### src/rtl/regfile_write_arbiter_pkg.sv
// Shared requester ids, sizes and helpers for the register-file write arbiter.
package regfile_write_arbiter_pkg;

   localparam int unsigned REQ_PIPE    = 0;
   localparam int unsigned REQ_MULTDIV = 1;
   localparam int unsigned REQ_EXC     = 2;
   localparam int unsigned NUM_REQ     = 3;
   localparam int unsigned NUM_REGS    = 32;
   localparam int unsigned REQ_IDW     = 2;

   typedef logic [NUM_REQ-1:0] req_vec_t;
   typedef logic [REQ_IDW-1:0] req_id_t;

   function automatic req_id_t req_encode(input req_vec_t vec);
      req_id_t id;
      id = '0;
      for (int unsigned i = 0; i < NUM_REQ; i++) begin
         if (vec[i]) id = REQ_IDW'(i);
      end
      return id;
   endfunction

endpackage

### src/rtl/regwr_onehot_decode.sv
// Register address to one-hot select decoder, purely combinational.
module regwr_onehot_decode
   import regfile_write_arbiter_pkg::*;
#(
   parameter int unsigned AddrW = 5
) (
   input  logic [AddrW-1:0]    addr_i,
   output logic [NUM_REGS-1:0] onehot_o
);

   always_comb begin
      onehot_o         = '0;
      onehot_o[addr_i] = 1'b1;
   end

endmodule

### src/rtl/regfile_write_arbiter.sv
// Arbitrates three writeback sources onto the single register-file write port and tracks
// destinations awaiting writeback for hazard stalls.
module regfile_write_arbiter
   import regfile_write_arbiter_pkg::*;
#(
   parameter int unsigned STARVE_LIMIT = 4,
   parameter int unsigned REG_AW       = 5,
   parameter int unsigned DATA_W       = 32
) (
   input  logic                      clock,
   input  logic                      ctrl_reset,
   input  logic [NUM_REQ-1:0]        req_valid,
   input  logic [NUM_REQ*REG_AW-1:0] req_reg,
   input  logic [NUM_REQ*DATA_W-1:0] req_data,
   output logic [NUM_REQ-1:0]        req_ready,
   input  logic                      reserve_en,
   input  logic [REG_AW-1:0]         reserve_reg,
   output logic                      ctrl_writeEnable,
   output logic [REG_AW-1:0]         ctrl_writeReg,
   output logic [DATA_W-1:0]         data_writeReg,
   output logic [NUM_REGS-1:0]       write_onehot,
   output logic [REQ_IDW-1:0]        grant_id,
   output logic [NUM_REGS-1:0]       pending_mask
);

   localparam int unsigned CntW = $clog2(STARVE_LIMIT + 1);
   localparam logic [CntW-1:0] CntMax = CntW'(STARVE_LIMIT);

   logic                 we_q, we_d;
   logic [REG_AW-1:0]    wreg_q, wreg_d;
   logic [DATA_W-1:0]    wdata_q, wdata_d;
   req_id_t              gid_q, gid_d;
   // 0: multdiv preferred on the next req1/req2 tie, 1: exception source preferred.
   logic                 rr_q, rr_d;
   logic [CntW-1:0]      cnt1_q, cnt1_d;
   logic [CntW-1:0]      cnt2_q, cnt2_d;
   logic [NUM_REGS-1:0]  pending_q, pending_d;

   req_vec_t             grant;
   logic                 starved1, starved2;
   logic                 accept;
   req_id_t              sel_id;
   logic [REG_AW-1:0]    sel_reg;
   logic [DATA_W-1:0]    sel_data;
   logic [NUM_REGS-1:0]  dec_onehot;

   // Arbitration: a starved secondary source outranks the pipeline.
   always_comb begin
      grant    = '0;
      starved1 = req_valid[REQ_MULTDIV] && (cnt1_q == CntMax);
      starved2 = req_valid[REQ_EXC] && (cnt2_q == CntMax);
      if (ctrl_reset) begin
         grant = '0;
      end else if (starved1 && starved2) begin
         grant[rr_q ? REQ_EXC : REQ_MULTDIV] = 1'b1;
      end else if (starved1) begin
         grant[REQ_MULTDIV] = 1'b1;
      end else if (starved2) begin
         grant[REQ_EXC] = 1'b1;
      end else if (req_valid[REQ_PIPE]) begin
         grant[REQ_PIPE] = 1'b1;
      end else if (req_valid[REQ_MULTDIV] && req_valid[REQ_EXC]) begin
         grant[rr_q ? REQ_EXC : REQ_MULTDIV] = 1'b1;
      end else if (req_valid[REQ_MULTDIV]) begin
         grant[REQ_MULTDIV] = 1'b1;
      end else if (req_valid[REQ_EXC]) begin
         grant[REQ_EXC] = 1'b1;
      end
   end

   assign req_ready = grant;
   assign accept    = |grant;
   assign sel_id    = req_encode(grant);
   assign sel_reg   = req_reg[sel_id*REG_AW +: REG_AW];
   assign sel_data  = req_data[sel_id*DATA_W +: DATA_W];

   always_comb begin
      we_d    = accept && (sel_reg != '0);
      wreg_d  = wreg_q;
      wdata_d = wdata_q;
      gid_d   = gid_q;
      rr_d    = rr_q;
      if (accept) begin
         wreg_d  = sel_reg;
         wdata_d = sel_data;
         gid_d   = sel_id;
      end
      if (grant[REQ_MULTDIV]) rr_d = 1'b1;
      if (grant[REQ_EXC])     rr_d = 1'b0;
   end

   // Starvation counters saturate and clear on grant or when the source goes idle.
   always_comb begin
      cnt1_d = '0;
      cnt2_d = '0;
      if (req_valid[REQ_MULTDIV] && !grant[REQ_MULTDIV]) begin
         cnt1_d = (cnt1_q == CntMax) ? CntMax : cnt1_q + CntW'(1);
      end
      if (req_valid[REQ_EXC] && !grant[REQ_EXC]) begin
         cnt2_d = (cnt2_q == CntMax) ? CntMax : cnt2_q + CntW'(1);
      end
   end

   // Set is applied after clear so a same-edge reserve of the written register wins.
   always_comb begin
      pending_d = pending_q;
      if (accept) pending_d[sel_reg] = 1'b0;
      if (reserve_en && (reserve_reg != '0)) pending_d[reserve_reg] = 1'b1;
      pending_d[0] = 1'b0;
   end

   always_ff @(posedge clock or posedge ctrl_reset) begin
      if (ctrl_reset) begin
         we_q      <= 1'b0;
         wreg_q    <= '0;
         wdata_q   <= '0;
         gid_q     <= '0;
         rr_q      <= 1'b0;
         cnt1_q    <= '0;
         cnt2_q    <= '0;
         pending_q <= '0;
      end else begin
         we_q      <= we_d;
         wreg_q    <= wreg_d;
         wdata_q   <= wdata_d;
         gid_q     <= gid_d;
         rr_q      <= rr_d;
         cnt1_q    <= cnt1_d;
         cnt2_q    <= cnt2_d;
         pending_q <= pending_d;
      end
   end

   regwr_onehot_decode #(
      .AddrW (REG_AW)
   ) u_onehot_decode (
      .addr_i   (wreg_q),
      .onehot_o (dec_onehot)
   );

   assign ctrl_writeEnable = we_q;
   assign ctrl_writeReg    = wreg_q;
   assign data_writeReg    = wdata_q;
   assign grant_id         = gid_q;
   assign pending_mask     = pending_q;
   assign write_onehot     = we_q ? dec_onehot : '0;

endmodule

### config.mk
export PLATFORM = sky130hd
export DESIGN_NAME = regfile_write_arbiter
export DESIGN_NICKNAME = d
export VERILOG_FILES = /design/src/rtl/regfile_write_arbiter_pkg.sv /design/src/rtl/regwr_onehot_decode.sv /design/src/rtl/regfile_write_arbiter.sv
export SDC_FILE = /design/constraint.sdc
export NUM_CORES = 1
export LEC_CHECK = 0
export CORE_MARGIN = 4
export CORE_UTILIZATION = 38
export DETAILED_ROUTE_END_ITERATION = 8
export PLACE_DENSITY = 0.76
export SYNTH_ARGS = -nofsm -noshare
export SYNTH_HDL_FRONTEND = slang
export SYNTH_SLANG_ARGS = --single-unit
### constraint.sdc
create_clock -name clock -period 6.8 [get_ports clock]
set_input_delay 0.68 -clock clock [delete_from_list [all_inputs] [get_ports clock]]
set_output_delay 0.68 -clock clock [all_outputs]
set_load 0.01 [all_outputs]
== Word-level counts from Yosys, hierarchy flattened ==
Cells that the tools add are included.
Word-level totals
  input port bits: 122
  flip-flop bits (word level): 78
  word-level logic and storage cells: 78
  output and inout bits: 107
Operators by class
  reductions and logical operators: 18
  shift-type cells: 2
  add/subtract/negate cells: 2
  muxes and demuxes: 34
  $mul: 1
  equality and inequality tests: 2
  bitwise logic cells: 3
  order comparisons: 8
Operator list (number)
  two-way mux 32 bit: 3
  indexed part select 96 x 8 -> 32 bit: 1
  bitwise AND 32 bit: 1
  NOT 32 bit: 1
  OR 32 bit: 1
  < comparator 5 x 6 -> 1 bit (second input constant): 3
  two-way mux 3 bit: 6
  two-way mux 1 bit: 16
  demux 1 bit (select 5 bit): 3
  >= comparator 5 x 1 -> 1 bit (second input constant): 3
  indexed part select 15 x 6 -> 5 bit: 1
  logical AND 1 bit: 12
  two-way mux 2 bit: 5
  nonzero test 5 bit: 2
  adder 3 x 1 -> 3 bit (second input constant): 2
  equality test 3 bit (second input constant): 2
  multiplier 2 x 3 -> 5 bit (second input constant): 1
  < comparator 2 x 3 -> 1 bit (second input constant): 1
  OR reduction 3 bit: 1
  demux 1 bit (select 2 bit): 1
  >= comparator 2 x 1 -> 1 bit (second input constant): 1
  zero test 1 bit: 2
  nonzero test 2 bit: 1

== Logic depth before layout (Yosys ltp) ==
Gate-level depths: netlist of run 1.
  word-level depth: 24
  gate-level depth with buffers: 11
  mapped depth without buffers: 9

== By module ==
From an unflattened synthesis of run 1, not the netlist that was laid out.
Unflattened totals
  cell total of the unflattened synthesis: 542
  area total of the unflattened synthesis: 4564.4 um^2
Modules (own cells, without submodules)
  regfile_write_arbiter: area each 4350.4 um^2, cells each 495, times used 1
  regwr_onehot_decode: area each 214.0 um^2, cells each 47, times used 1

== Least setup slack after synthesis of run 1 ==
No wires, ideal clock.
  kind: input port to output port
  from: input port ctrl_reset
  to: output port req_ready[2]
  path buffers: 2
  stages on the path: 5
  slack: 2.267 ns
  arrival time: 3.853 ns
  data required time: 6.120 ns
  cell sequence: clkinv_1 -> nand3_1 -> inv_1 -> clkbuf_1 -> buf_4
On the way
  cells in the longest elaborated chain, start to end: 1
Ends and longest elaborated chain
  from (decl): line regfile_write_arbiter.sv:11  | input logic ctrl_reset,
  two-way mux 3 bit: line regfile_write_arbiter.sv:52  | if (ctrl_reset) begin
  to (decl): line regfile_write_arbiter.sv:15  | output logic [NUM_REQ-1:0] req_ready,
Every way passes these cells.

== Worst setup path in the final report of run 1 ==
Ends and elaborated chain as after synthesis.

==> metrics list, run 1 <==
- Run status: completed
- In the global route stage, met2 resource usage came out at just under 40%.
- 229 I/O pins were placed.
- Cell type contributing the most total cell area after synthesis: sky130_fd_sc_hd__dfrtp_1
* Number of remaining DRC errors: 0
- Effective utilization at floorplan: between 30% and 40%
- Final Cycle Share: 61.4%
- Full die area: 13400 um2
* Via count: 4743
- Headroom to the max-slew limit came out at between 20 and 25%.
- Global placement routability congestion: 0.821
* Setup repair after global routing missed its margin: false
- The finished cells cover 7030 um2.
- From bottom edge to top edge, the die measures 116 um.
* Clock insertion delay at the later pin of the skew report: 0.33 ns
- The setup path with the least slack is of type input port to output pin.
- Setup violations, final: 0
- Relative to the synthesized area, the layout overhead comes to 59.4%.
* Global routing met3 resource utilization: 5.22%
- Tightest Pin Transition: between 1 and 1.5 ns
- Count of final max-slew check failures: 0
* #FFs+latches synth: 78
* Most Used Layer, Global Route: met2
- The synthesized design devotes to its leading area cell type 44.3% of total area.
- Post-route insts no fill: 859
* Cells traversed along the worst timing path: clkdlybuf4s50_1 -> clkinv_2 -> nand3_1 -> inv_1 -> clkdlybuf4s50_1
- Estimated wirelength of the detail-placed design: ~11 mm
* Area post-placement: 6690 um2
- On the final layout, the worst clock skew is between 0.006 and 0.007 ns.
- In this run the worst path has a maximum fanout of 38.
- The cell family contributing the most delay on the critical path is buffers and inverters.
- The tree is rooted in a sky130_fd_sc_hd__clkbuf_16.
* Worst Setup End Kind: output pin
- The pre-antenna-repair detailed-routing pass consisted of 5 iterations.
- CP Data Arrival Time: 3.50 ns
* Cell area after technology mapping: 4410 um2
* Vias/cell: 5.52
- Max clock buf depth: 2
- Number of placed instances, taps included: 843
- Derived from the worst setup path, the maximum achievable clock frequency is 239 MHz.
- Averaged over all synthesized cells, the footprint is 8.69 um2.
- Count of mapped cells out of synthesis: 507
* Wire length of the first global-routing pass: 23.9 mm
- Post-cts hold buffer count: 0
- Cell area power density: between 200 and 250 nW/um2
* Antenna diodes: 0
- Entering global routing, the biggest net connects 66 pins.
- In this run, distinct cell masters in the synthesized netlist total 44.
* Min cycle time layout: between 4 and 5 ns
- DRT Wirelength: 15.3 mm
* Std-Cell Rows: 39
- Cells with a size suffix above 1 make up 5.45% of the layout.
* Final hold violation count: 0
* Violation count after the first detailed-route iteration: ~280
- STA classifies the critical path startpoint as an input port.
- In the synthesized netlist the dominant register cell turns out to be sky130_fd_sc_hd__dfrtp_1.
- Net count after synthesis: between 600 and 700
* Post-CTS setup buffers: 0
* Crit path required time: ~6 ns
- Max-cap violations in this run came to 0.
- EDFF count, synth: 0
- Top cells by area in the synthesized netlist: sky130_fd_sc_hd__dfrtp_1, sky130_fd_sc_hd__nand2_1, sky130_fd_sc_hd__nor2_1
* Crit path top cell by count: sky130_fd_sc_hd__clkdlybuf4s50_1
- Counting every sink on the clock net gives 78.
- TritonCTS clock tree: built
- Global routing consumed, over all layers together, 22.2% of the routing resources.
* Antenna Violating Nets Remaining: 0
- Input and output buffers added on the ports amount to 227.
- Setup total negative slack on the finished layout was measured at 0 ns.
- Asr flop ratio synth: 100%
- Lkg Pwr: 2.60 nW
- Dividing the detail-routed wire length by the instance count gives about 18 um.
- The via count of the first global-routing pass was ~4800.
- Number of resized instances in the post-cts repair step: 0
* Worst-case vdd ir drop: 0.130 mV
- In this run the horizontal extent of the chip is between 100 and 150 um.
- The critical path contains buffers and inverters numbering 4 combined.
* Number of antenna violations at the first check in global routing: 0
- Largest stage delay, worst path: 0.81 ns
- Clock-pin slew of the registers on the worst-case setup and hold paths: around 0.060 ns
* Aggregate global routing overflow: 0
- Yosys warning total: 0
- For this design, the slowest cell found on the critical path is sky130_fd_sc_hd__inv_1.
- For this run, the register share of the synthesized area comes to between 40% and 50%.
- Total core area: 11400 um2
- Class of the most critical hold timing path: flip-flop to flip-flop
- Number of buffers created by CTS: 9
* Global-route track usage on met1: 27.0%
* Final Net Count: 837
- The H-tree generated during clock tree synthesis spans 3 levels.
registers in the layout, summed over array words and instances, names as in the netlist:
register / count
cnt1_q: 3
cnt2_q: 3
ctrl_writeEnable: 1
ctrl_writeReg: 5
data_writeReg: 32
grant_id: 2
pending_mask: 31
rr_q: 1
worst paths after layout:
path	from	endpoint	slack (ns)	cells past startpoint
max in group asynchronous	ctrl_reset	pending_mask[28]	4.99	3
min	cnt1_q[0]	cnt1_q[0]	0.47	1
min in group asynchronous	ctrl_reset	grant_id[0]	0.77	2
max	ctrl_reset	req_ready[2]	2.62	5
max reg2reg	cnt2_q[0]	data_writeReg[8]	3.52	8
min reg2reg	cnt1_q[0]	cnt1_q[0]	0.47	1
cell usage in the layout (no fill, tap or decap), drive strengths merged, types with 2 or more instances in the layout:
cell	n
or3b	2
a221o	6
nor2	79
clkinv	3
nand2	80
nand2b	3
clkdlybuf4s50	227
nand3b	5
dfrtp	78
a221oi	5
a22oi	28
a21oi	5
o22ai	4
and4	6
buf	3
nand3	36
and3b	2
o31ai	35
inv	7
a31oi	29
nor3	5
and3	5
bufinv	2
o21a	2
clkbuf	10
ha	4
nor3b	6
o21ai	32
Yosys cell counts (2+ instances only):
| cell | instances |
|---|---|
| sky130_fd_sc_hd__o31ai_1 | 32 |
| sky130_fd_sc_hd__o22ai_1 | 4 |
| sky130_fd_sc_hd__a221o_1 | 6 |
| sky130_fd_sc_hd__a31oi_1 | 29 |
| sky130_fd_sc_hd__dfrtp_1 | 78 |
| sky130_fd_sc_hd__buf_4 | 3 |
| sky130_fd_sc_hd__buf_2 | 10 |
| sky130_fd_sc_hd__ha_1 | 4 |
| sky130_fd_sc_hd__nand2b_1 | 3 |
| sky130_fd_sc_hd__and4_1 | 6 |
| sky130_fd_sc_hd__a221oi_4 | 4 |
| sky130_fd_sc_hd__nand3b_1 | 5 |
| sky130_fd_sc_hd__nor3_1 | 5 |
| sky130_fd_sc_hd__a21oi_1 | 4 |
| sky130_fd_sc_hd__o31ai_2 | 3 |
| sky130_fd_sc_hd__nand3_1 | 35 |
| sky130_fd_sc_hd__and3_1 | 4 |
| sky130_fd_sc_hd__nor3b_1 | 6 |
| sky130_fd_sc_hd__o21ai_0 | 31 |
| sky130_fd_sc_hd__nor2_1 | 79 |
| sky130_fd_sc_hd__buf_1 | 3 |
| sky130_fd_sc_hd__or3b_2 | 2 |
| sky130_fd_sc_hd__inv_1 | 5 |
| sky130_fd_sc_hd__a22oi_1 | 28 |
| sky130_fd_sc_hd__and3b_1 | 2 |
| sky130_fd_sc_hd__clkbuf_1 | 17 |
| sky130_fd_sc_hd__buf_6 | 4 |
| sky130_fd_sc_hd__nand2_1 | 79 |
area by class of cell:
class | count | area [um2]
Fill cell | 1008 | 4340
Tap cell | 143 | 179
Timing Repair Buffer | 230 | 2290
Sequential cell | 78 | 1950
Inverter | 7 | 30.0
Clock inverter | 6 | 93.8
Multi-Input combinational cell | 385 | 2240
Clock buffer | 10 | 239
per-stage QoR:
step	utilization [%]	power [mW]	hold WS, ns	setup slack (ns)
finish	61.8	1.58	0.469	2.62
global route	61.8	1.66	0.503	2.28
CTS	61.8	1.60	0.471	2.58
detailed placement	58.9	1.07	0.462	2.42
global placement	58.9	1.05	0.449	2.56
floorplan	-	0.806	0.435	2.27
routing by layer:
| metal | vias to the layer above | routed length [um] | share of wire [%] |
|---|---|---|---|
| li1 | 2248 | - | - |
| met5 | - | 0 | 0 |
| met4 | 0 | 191 | 1.2 |
| met3 | 16 | 1220 | 8.0 |
| met2 | 216 | 7770 | 51 |
| met1 | 2263 | 6130 | 40 |
where the power goes:
group,internal (mW),switching (mW)
logic,0.245,0.235
clock network,0.334,0.192
registers,0.526,0.0522
total,1.11,0.480
kinds of logic (layout without fill, tap and decap cells):
| logic type | count (synthesis) | in the layout | synth area share [%] |
|---|---|---|---|
| and+or+nand+nor | 231 | 231 | 23.9 |
| AOI/OAI and AO/OA | 149 | 149 | 25.6 |
| DFF | 78 | 78 | 44.3 |
| buffers and inverters | 44 | 253 | 5.02 |
| adders and majority gates | 4 | 4 | 1.14 |
| other | 1 | 1 | 0.0851 |
No activity file was read; power rests on OpenSTA's default activity.
==> run 2, diff against run 1 <==
clock period = 4.3 ns   (was 6.8 ns; I/O delays follow)
==> metrics list, run 2 (synthesis gave the netlist of run 1 again) <==
* I/O pin cnt: 229 (unchanged)
- Vias/cell: 5.43 (-1.7%)
* Cells traversed along the worst timing path: inv_1 -> ha_1 -> and3_4 -> o21a_4 -> nand3_1 -> inv_1 -> buf_4 -> clkdlybuf4s50_1
- The total design power came to 2.44 mW (+54%).
- The maximum clock path buffer count came to 2 (unchanged).
* Number of input and output port buffers inserted: 227 (unchanged)
- The number of flip-flops in the largest register was 32 (unchanged).
- The floorplan row count was 39 (unchanged).
- The die area was 13400 um2 (unchanged).
* DRT Pass-1 Iters: 5 (unchanged)
- The number of setup violations in the final report is 0 (unchanged).
- Crit path required time: 3.87 ns (-2.25 ns)
- Filler cell count in the final layout: 1007 (-0.099%)
* Horiz. Die Dim: 116 um (unchanged)
* Clock insertion delay at the later pin of the skew report: 0.32 ns (about the same)
- Crit path top cell by count: sky130_fd_sc_hd__inv_1
* Place WS: 1.04 ns (-1.38 ns)
- CP Data Arrival Time: 2.74 ns (-0.76 ns)
- The pin count of the biggest net entering global routing was 79 (+20%).
- Count of final max-slew check failures: 0 (unchanged)
* Post-CTS setup buffers: 0 (unchanged)
- The first-pass GRT wire length was 23.7 mm (-0.93%).
- Number of global-route vias before repair: 4797 (-1.1%)
- Estimated wirelength of the detail-placed design: 11.1 mm (-3.0%)
* Crit path kind: flip-flop to output pin
- From synthesis to final layout, the design area changed by 59.2%.
- The cell sitting at the root of the clock tree is a sky130_fd_sc_hd__clkbuf_16.
- The clock slew seen by the registers of the worst setup and hold paths came to 0.06 ns (about the same).
- Tightest Pin Transition: 1.09 ns (-0.0654 ns)
- DRT Wirelength: 14.7 mm (-3.9%)
* Vertical die dimension: 116 um (unchanged)
* Class of the most critical hold timing path: flip-flop to flip-flop
- The initial antenna violation count was 0 (unchanged).
- Min cycle time layout: 3.17 ns
- The largest vdd supply drop is 0.162 mV (+24%).
* Master of the slowest instance on the critical path: sky130_fd_sc_hd__clkdlybuf4s50_1
- Number of buffer and inverter instances along the worst setup path: 4 (unchanged)
- The setup slack after layout came to 1.13 ns (-1.49 ns).
- The number of inserted diodes is 0 (unchanged).
- Level count of the clock H-tree: 3 (unchanged)
- The number of maximum-capacitance violations came to 0 (unchanged).
- Maximum clock frequency: 316 MHz
* Total core area: 11400 um2 (unchanged)
* Lkg Pwr: 2.60 nW (-0.16%)
* Most used cells in the layout excluding fill and tap cells: sky130_fd_sc_hd__clkdlybuf4s50_1, sky130_fd_sc_hd__nand2_1, sky130_fd_sc_hd__nor2_1
- TritonCTS clock tree: built
- Cell area power density: 348 nW/um2 (+54%)
- Number of buffers created by CTS: 9 (unchanged)
- Post-cts hold buffer count: 0 (unchanged)
- Wire length per cell: 17.1 um (-4.1%)
* Via count: 4675 (-1.4%)
* Final Cycle Share: ~74%
- The worst setup skew after layout was 0.00925 ns (+0.00260 ns).
- The count of nets left with antenna violations after detail routing was 0 (unchanged).
- Number of resized instances in the post-cts repair step: 0 (unchanged)
- The overall fraction of global-route tracks in use is 22.0% (-0.23 points).
- The flow ran to the end, and the final reports show no timing, DRC or antenna violations.
- Setup TNS after final layout: 0 ns (unchanged)
- Type of origin of the critical path: flip-flop
- The net count of the finished layout was 839 (+0.24%).
* Final hold violation count: 0 (unchanged)
- Largest stage delay, worst path: 0.61 ns (-0.20 ns)
* Global placement routability congestion: 0.788 (-4.0%)
- Effective utilization at floorplan: 38.8% (unchanged)
* Aggregate global routing overflow: 0 (unchanged)
- Setup repair after global routing missed its margin: false
* Share of final-layout standard cells stronger than drive strength 1: 5.71% (+0.26 points)
* Cell type group with the largest total delay on the critical path: buffers and inverters
- Violation count after the first detailed-route iteration: 261 (-6.1%)
- Most frequent standard cell in the layout excluding fill and tap cells: sky130_fd_sc_hd__clkdlybuf4s50_1
* Worst Setup End Kind: output pin
- The biggest fanout along the worst timing path was 31 (-18%).
- Total number of clock tree sinks: 78 (unchanged)
- The relative slew slack is 26.9% (+4.4 points).
- Number of remaining DRC errors: 0 (unchanged)
==> run 2: changes by cell type in the layout (fill, tap and decap cells not counted), sizes merged <==
cell	delta
inv	-1
clkinv	+1
bufinv	-1
buf	+2
clkinvlp	+1
==> run 2: layer usage <==
layer / vias up / track usage (%) / wire, um
met2: 186 / 37.6 / 7500
met1: 2220 / 28.0 / 5950
met3: 14 / 5.01 / 1100
met4: 0 / 6.50 / 175
met5: - / 0 / 0
li1: 2255 / - / -
==> run 2: final timing paths <==
check,from,endpoint,slack (ns),cells past startpoint
setup / recovery,cnt2_q[0],req_ready[2],1.13,8
max in group asynchronous,ctrl_reset,pending_mask[20],2.77,3
setup reg to reg,cnt2_q[0],ctrl_writeEnable,1.34,8
hold / removal,cnt2_q[0],cnt2_q[0],0.47,1
min in group asynchronous,ctrl_reset,cnt1_q[2],0.83,3
hold reg to reg,cnt2_q[0],cnt2_q[0],0.47,1
==> run 2: where the power goes <==
part           internal (mW)  switching (mW)  leakage (nW)
Clock                  0.468           0.303         0.145
Combinational          0.389           0.369          1.64
Sequential             0.831          0.0792         0.821
Total                   1.69           0.751          2.60
==> run 2: stage by stage <==
step | hold slack [ns] | utilization, % | instances | cell area [um2]
3_3_place_gp | 0.450 | 59.0 | 845 | 6710
5_1_grt | 0.496 | 61.7 | 861 | 7020
6_report | 0.473 | 61.7 | 861 | 7020
4_1_cts | 0.472 | 61.7 | 861 | 7020
3_5_place_dp | 0.462 | 59.0 | 845 | 6710
2_1_floorplan | 0.435 | - | 507 | 4410
==> run 2: layout make-up <==
cell class	instances	area, um2	share of cell area [%]
timing repair buffer	232	2310	32.9
multi-input combinational	385	2240	31.9
sequential	78	1950	27.8
clock buffer	10	239	3.41
tap	143	179	2.55
clock inverter	6	71.3	1.02
inverter	7	30.0	0.428
==> RTL change 1: new RTL, flow settings as in run 1 <==
The parameter `REG_AW` goes from 5 to 6.
--- a/src/rtl/regfile_write_arbiter.sv
+++ b/src/rtl/regfile_write_arbiter.sv
@@ -4,7 +4,7 @@
    import regfile_write_arbiter_pkg::*;
 #(
    parameter int unsigned STARVE_LIMIT = 4,
-   parameter int unsigned REG_AW       = 5,
+   parameter int unsigned REG_AW       = 6,
    parameter int unsigned DATA_W       = 32
 ) (
    input  logic                      clock,
Ports: changed (resized ctrl_writeReg, req_reg and reserve_reg); port bits go from 229 to 234. No check against the original RTL was run, so the function may have changed too.
==> RTL change 1 against run 1 <==
- total power grew 3.0%
- maximum frequency grew 5.8%
- design area grew 1.9%
- sequential cell count grew 1
- via count grew 7.0%
- area after synthesis grew 1.9%
- first-iteration DRC count shrank 2.9%
- worst setup slack gained 0.23 ns
- wire length grew 8.1%
- hold slack gained 0.0096 ns
- largest cell class unchanged
- largest power group unchanged
==> RTL change 1: results (changes against run 1) <==
| Metric | Value |
|---|---|
| Status | finished, final reports clean |
| Slowest stage delay, CP | 0.67 ns (-0.14 ns) |
| Synth cell types | 53 (+20%) |
| CTS Buffer Depth | 2 (unchanged) |
| DRT iter0 DRCs | 270 (-2.9%) |
| Syn_nets | 671 (+6.0%) |
| Share of cells above drive strength 1 | 0.0542 (-0.000308) |
| VDD IR max | 134 uV (+3.2%) |
| Largest net degree at the start of global routing | 80 (+21%) |
| Final #Nets | 882 (+5.4%) |
| Slowest cell on the critical path | clkdlybuf4s50_1 |
| Maximum fanout along the worst path | 39 (+2.6%) |
| DRT Pass-1 Iters | 6 (+1) |
| # diodes | 0 (unchanged) |
| Yosys warns | 0 (unchanged) |
| CTS Buf Count | 9 (unchanged) |
| Hpwl dp | 12.5 mm (+9.8%) |
| Number of global-route vias before repair | 5,112 (+5.4%) |
| Vias per cell | 5.64 (+2.1%) |
| Max Clock Skew | 0.00922 ns (+0.00257 ns) |
| Path type of the worst min-delay path | reg2reg |
| Max Slew Vio Count | 0 (unchanged) |
| Routability cong. | 0.933 (+14%) |
| Leak | 2.77 nW (+6.2%) |
| CP arrival | 3.27 ns (-0.23 ns) |
| Worst-Margin Slew | 1.20 ns (+0.0454 ns) |
| Most frequent cells after synthesis | nor2_1, dfrtp_1, nand2_1 |
| Top cells by area, synth | dfrtp_1, nor2_1, a31oi_1 |
| Setup Fix Bufs, Post-CTS | 0 (unchanged) |
| Ys async rst share | 1.00 (unchanged) |
| Seq/Total Area, Yosys | 0.440 (-0.00282) |
| Max reg flops | 32 (unchanged) |
| Clk Latency, worst-skew pair | 0.33 ns (about the same) |
| Antenna violations before repair | 0 (unchanged) |
| Total track usage | 0.239 (+0.0168) |
| CP delay by family, top | buffers and inverters |
| Post-cts sizing count | 0 (unchanged) |
| I/O Buffers | 232 (+2.2%) |
| First-pass GRT wire length | 25.6 mm (+7.1%) |
| Final WL | 16.6 mm (+8.1%) |
| Htree depth | 3 (unchanged) |
| Clock root cell | clkbuf_16 |
RTL change 1: changes by cell type in the layout (fill, tap and decap cells not counted), moves of 11 or more:
cell / change
o31ai_1: -25
nor2_1: +20
a21oi_1: +17
nand3_1: -15
nand2_1: -14
o21ai_0: -13
inv_1: +12
o41ai_1: +12
a31oi_1: +11
RTL change 1: worst min-delay path, cell delays in order (launching register included):
cell     delay (ns)
dfrtp_1        0.34
nand2_1        0.05
o31ai_1        0.05
RTL change 1: final timing paths:
check,start,end,slack (ns),cells after the start
setup reg to reg,cnt1_q[0],ctrl_writeReg[3],3.16,9
max in group asynchronous,ctrl_reset,pending_mask[5],5.01,3
setup / recovery,req_valid[1],req_ready[2],2.85,6
hold / removal,data_writeReg[14],data_writeReg[14],0.48,2
min in group asynchronous,ctrl_reset,data_writeReg[27],1.13,3
hold reg to reg,data_writeReg[14],data_writeReg[14],0.48,2
RTL change 1: layout make-up:
type,instances,area [um2]
Fill cell,1014,4360
Inverter,19,72.6
Timing Repair Buffer,239,2370
Tap cell,143,179
Clock buffer,10,229
Multi-Input combinational cell,404,2270
Sequential cell,79,1980
Clock inverter,6,61.3
RTL change 1: cells by family (layout without fill, tap and decap cells):
kind of cell	Yosys count	in the layout	synth area share
buf+inv	58	274	0.0576
fa+ha+maj	6	6	0.0156
simple gates	240	240	0.243
flops	79	79	0.440
compound gates	157	157	0.243
other cells	1	1	0.000835
RTL change 1: stage by stage:
stage / cell area (um2) / setup slack, ns / utilization / power [mW] / cells
2_1_floorplan: 4490 / 4.02 / - / 0.853 / 541
3_3_place_gp: 6870 / 2.88 / 0.597 / 1.15 / 884
3_5_place_dp: 6870 / 2.73 / 0.597 / 1.16 / 884
4_1_cts: 7160 / 2.87 / 0.622 / 1.64 / 900
5_1_grt: 7160 / 2.67 / 0.622 / 1.71 / 900
6_report: 7160 / 2.85 / 0.622 / 1.63 / 900
RTL change 1: power by group:
| group | internal, mW | switching, mW | total, mW |
|---|---|---|---|
| registers | 0.549 | 0.0610 | 0.610 |
| clock network | 0.283 | 0.196 | 0.479 |
| logic | 0.283 | 0.259 | 0.543 |
RTL change 1: metal layers:
layer,part of all wire,vias to the layer above,track usage
met5,0,-,0
li1,-,2371,-
met4,0.025,0,0.0849
met3,0.11,44,0.0896
met2,0.50,289,0.426
met1,0.36,2369,0.259
==> RTL change 2: new RTL, settings of run 1 <==
Without the edit above. Take the reset off `pending_q` and load it in a clocked block of its own.
--- a/src/rtl/regfile_write_arbiter.sv
+++ b/src/rtl/regfile_write_arbiter.sv
@@ -118,7 +118,6 @@
          rr_q      <= 1'b0;
          cnt1_q    <= '0;
          cnt2_q    <= '0;
-         pending_q <= '0;
       end else begin
          we_q      <= we_d;
          wreg_q    <= wreg_d;
@@ -127,8 +126,11 @@
          rr_q      <= rr_d;
          cnt1_q    <= cnt1_d;
          cnt2_q    <= cnt2_d;
-         pending_q <= pending_d;
       end
+   end
+
+   always_ff @(posedge clock) begin
+      pending_q <= pending_d;
    end
 
    regwr_onehot_decode #(
Formal check against the unedited RTL: not equivalent (a bounded check fails within 4 cycles, from zero or initial values and one cycle with ctrl_reset high).
==> RTL change 2 against run 1 <==
- area after synthesis fell by 6.0%
- wire length is 1.7% lower
- first-iteration DRC count grew 28%
- sequential cell count stayed put
- highest routed layer unchanged
- worst setup slack improved by 0.19 ns
- critical path type unchanged
- synthesized cell count up 4.1%
- total power fell by 4.2%
- design area shrank 4.6%
==> RTL change 2: results (changes against run 1) <==
| Metric | Value |
|---|---|
| Clk tree area frac | 0.0314 (-0.0160) |
| Syn_nets | 654 (+3.3%) |
| Slowest stage delay, CP | 0.71 ns (-0.10 ns) |
| Share of cells above drive strength 1 | 0.0445 (-0.00999) |
| CTS Buffer Depth | 2 (unchanged) |
| Slowest cell on the critical path | clkdlybuf4s50_1 |
| Setup WS pre-CTS | 2.85 ns (+0.431 ns) |
| Number of global-route vias before repair | 4,569 (-5.8%) |
| Synth cell types | 58 (+32%) |
| VDD IR max | 126 uV (-3.7%) |
| Core area | 10,500 um2 (-8.0%) |
| DRT Pass-1 Iters | 5 (unchanged) |
| Seq pwr | 623 uW (+7.8%) |
| Sequential standard cell area | 1800 um2 (-7.9%) |
| Path type of the worst min-delay path | reg2reg |
| First-pass GRT wire length | 23.1 mm (-3.4%) |
| Net Sw Power | 472 uW (-1.5%) |
| Non-CTS buffers | 229 (-0.43%) |
| Multi-input gate count | 410 (+6.5%) |
| Top cells by area, synth | dfrtp_1, dfxtp_1, nand2_1 |
| Final std cells w/o fill | 878 (+2.2%) |
| Pint | 1.05 mW (-5.4%) |
| CP arrival | 3.30 ns (-0.20 ns) |
| Clock power share | 0.240 (-0.092) |
| Clkbuf count | 11 (+1) |
| Status | finished, final reports clean |
| Worst-Margin Slew | 1.08 ns (-0.0721 ns) |
| Clk Latency, worst-skew pair | 0.35 ns (+0.02 ns) |
| Routability cong. | 0.846 (+3.0%) |
| Total track usage | 0.224 (+0.00137) |
| Inverters | 9 (+2) |
| Vias per cell | 5.40 (-2.2%) |
| Cell count after placement | 862 (+2.3%) |
| Post-synthesis adder-cell area fraction | 0.0121 (+0.000720) |
| Buffering overhead | 0.341 (+0.0146) |
| Yosys warns | 0 (unchanged) |
| Clock root cell | clkbuf_8 |
| Ys async rst share | 0.603 (-0.397) |
| Hpwl dp | 11.5 mm (+0.89%) |
| Post-synthesis mux area share | 0.00483 (+0.00483) |
| Largest net degree at the start of global routing | 57 (-14%) |
| Post-Synthesis Cells | 528 (+4.1%) |
| Fill cell count | 946 (-6.2%) |
| Max Clock Skew | 0.0134 ns (+0.00675 ns) |
| Area of the multi-input gates | 2200 um2 (-1.5%) |
| Seq/Total Area, Yosys | 0.433 (-0.00936) |
| Maximum fanout along the worst path | 49 (+29%) |
| Area after DPL | 6490 um2 (-3.0%) |
| Final core utilization | 0.641 (+0.0227) |
| Max reg flops | 32 (unchanged) |
| Leak | 2.74 nW (+5.1%) |
| DRT iter0 DRCs | 356 (+28%) |
| Antenna violations before repair | 0 (unchanged) |
| Synth Area in Compound Gates | 0.193 (-0.0632) |
| Worst-path clk slew | 0.08 ns (+0.02 ns) |
| R2R depth | 10 (+2) |
| Final WL | 15.1 mm (-1.7%) |
| Hold depth | 2 (+1) |
| Most frequent cells after synthesis | nand2_1, nor2_1, dfrtp_1 |
-- RTL change 2: cell types whose count changed in the layout (fill, tap and decap cells not counted), moves of 8 or more --
cell,change
nand2_1,+59
dfxtp_1,+31
nand3_1,-25
o21ai_0,+9
clkbuf_8,+8
o21ai_1,+13
a31oi_1,-28
clkbuf_16,-8
a222oi_1,+13
dfrtp_1,-31
and3_1,+19
a22oi_1,-27
nor2_1,-13
-- RTL change 2: logic make-up (layout without fill, tap and decap cells) --
| group | count (synthesis) | after routing |
|---|---|---|
| AND/OR/NAND/NOR | 285 | 285 |
| AO/OA/AOI/OAI | 118 | 118 |
| flip-flops | 78 | 78 |
| buffers and inverters | 40 | 254 |
| adder cells (fa/ha/maj) | 4 | 4 |
| multiplexers | 2 | 2 |
| other | 1 | 1 |
-- RTL change 2: worst paths after layout --
check / from / slack [ns] / to
setup / recovery: req_valid[1] / 2.82 / req_ready[2]
hold / removal: pending_mask[23] / 0.47 / pending_mask[23]
setup reg to reg: cnt1_q[0] / 3.49 / pending_mask[26]
hold reg to reg: pending_mask[23] / 0.47 / pending_mask[23]
max in group asynchronous: ctrl_reset / 5.07 / data_writeReg[2]
min in group asynchronous: ctrl_reset / 1.05 / cnt1_q[2]
-- RTL change 2: layer usage --
metal / vias up / share of wire / track usage
li1: 2265 / - / -
met1: 2217 / 0.39 / 0.259
met2: 231 / 0.50 / 0.396
met3: 28 / 0.085 / 0.0555
met4: 0 / 0.026 / 0.0873
met5: - / 0 / 0
-- RTL change 2: worst reg2reg max path, stage by stage (launching register included) --
cell	delay, ns
dfrtp_1	0.41
inv_1	0.06
ha_1	0.26
and2_4	0.20
a21oi_1	0.10
a21oi_4	0.17
buf_4	0.41
mux2i_1	0.85
nand3_1	0.35
o21ai_0	0.25
o21ai_0	0.13
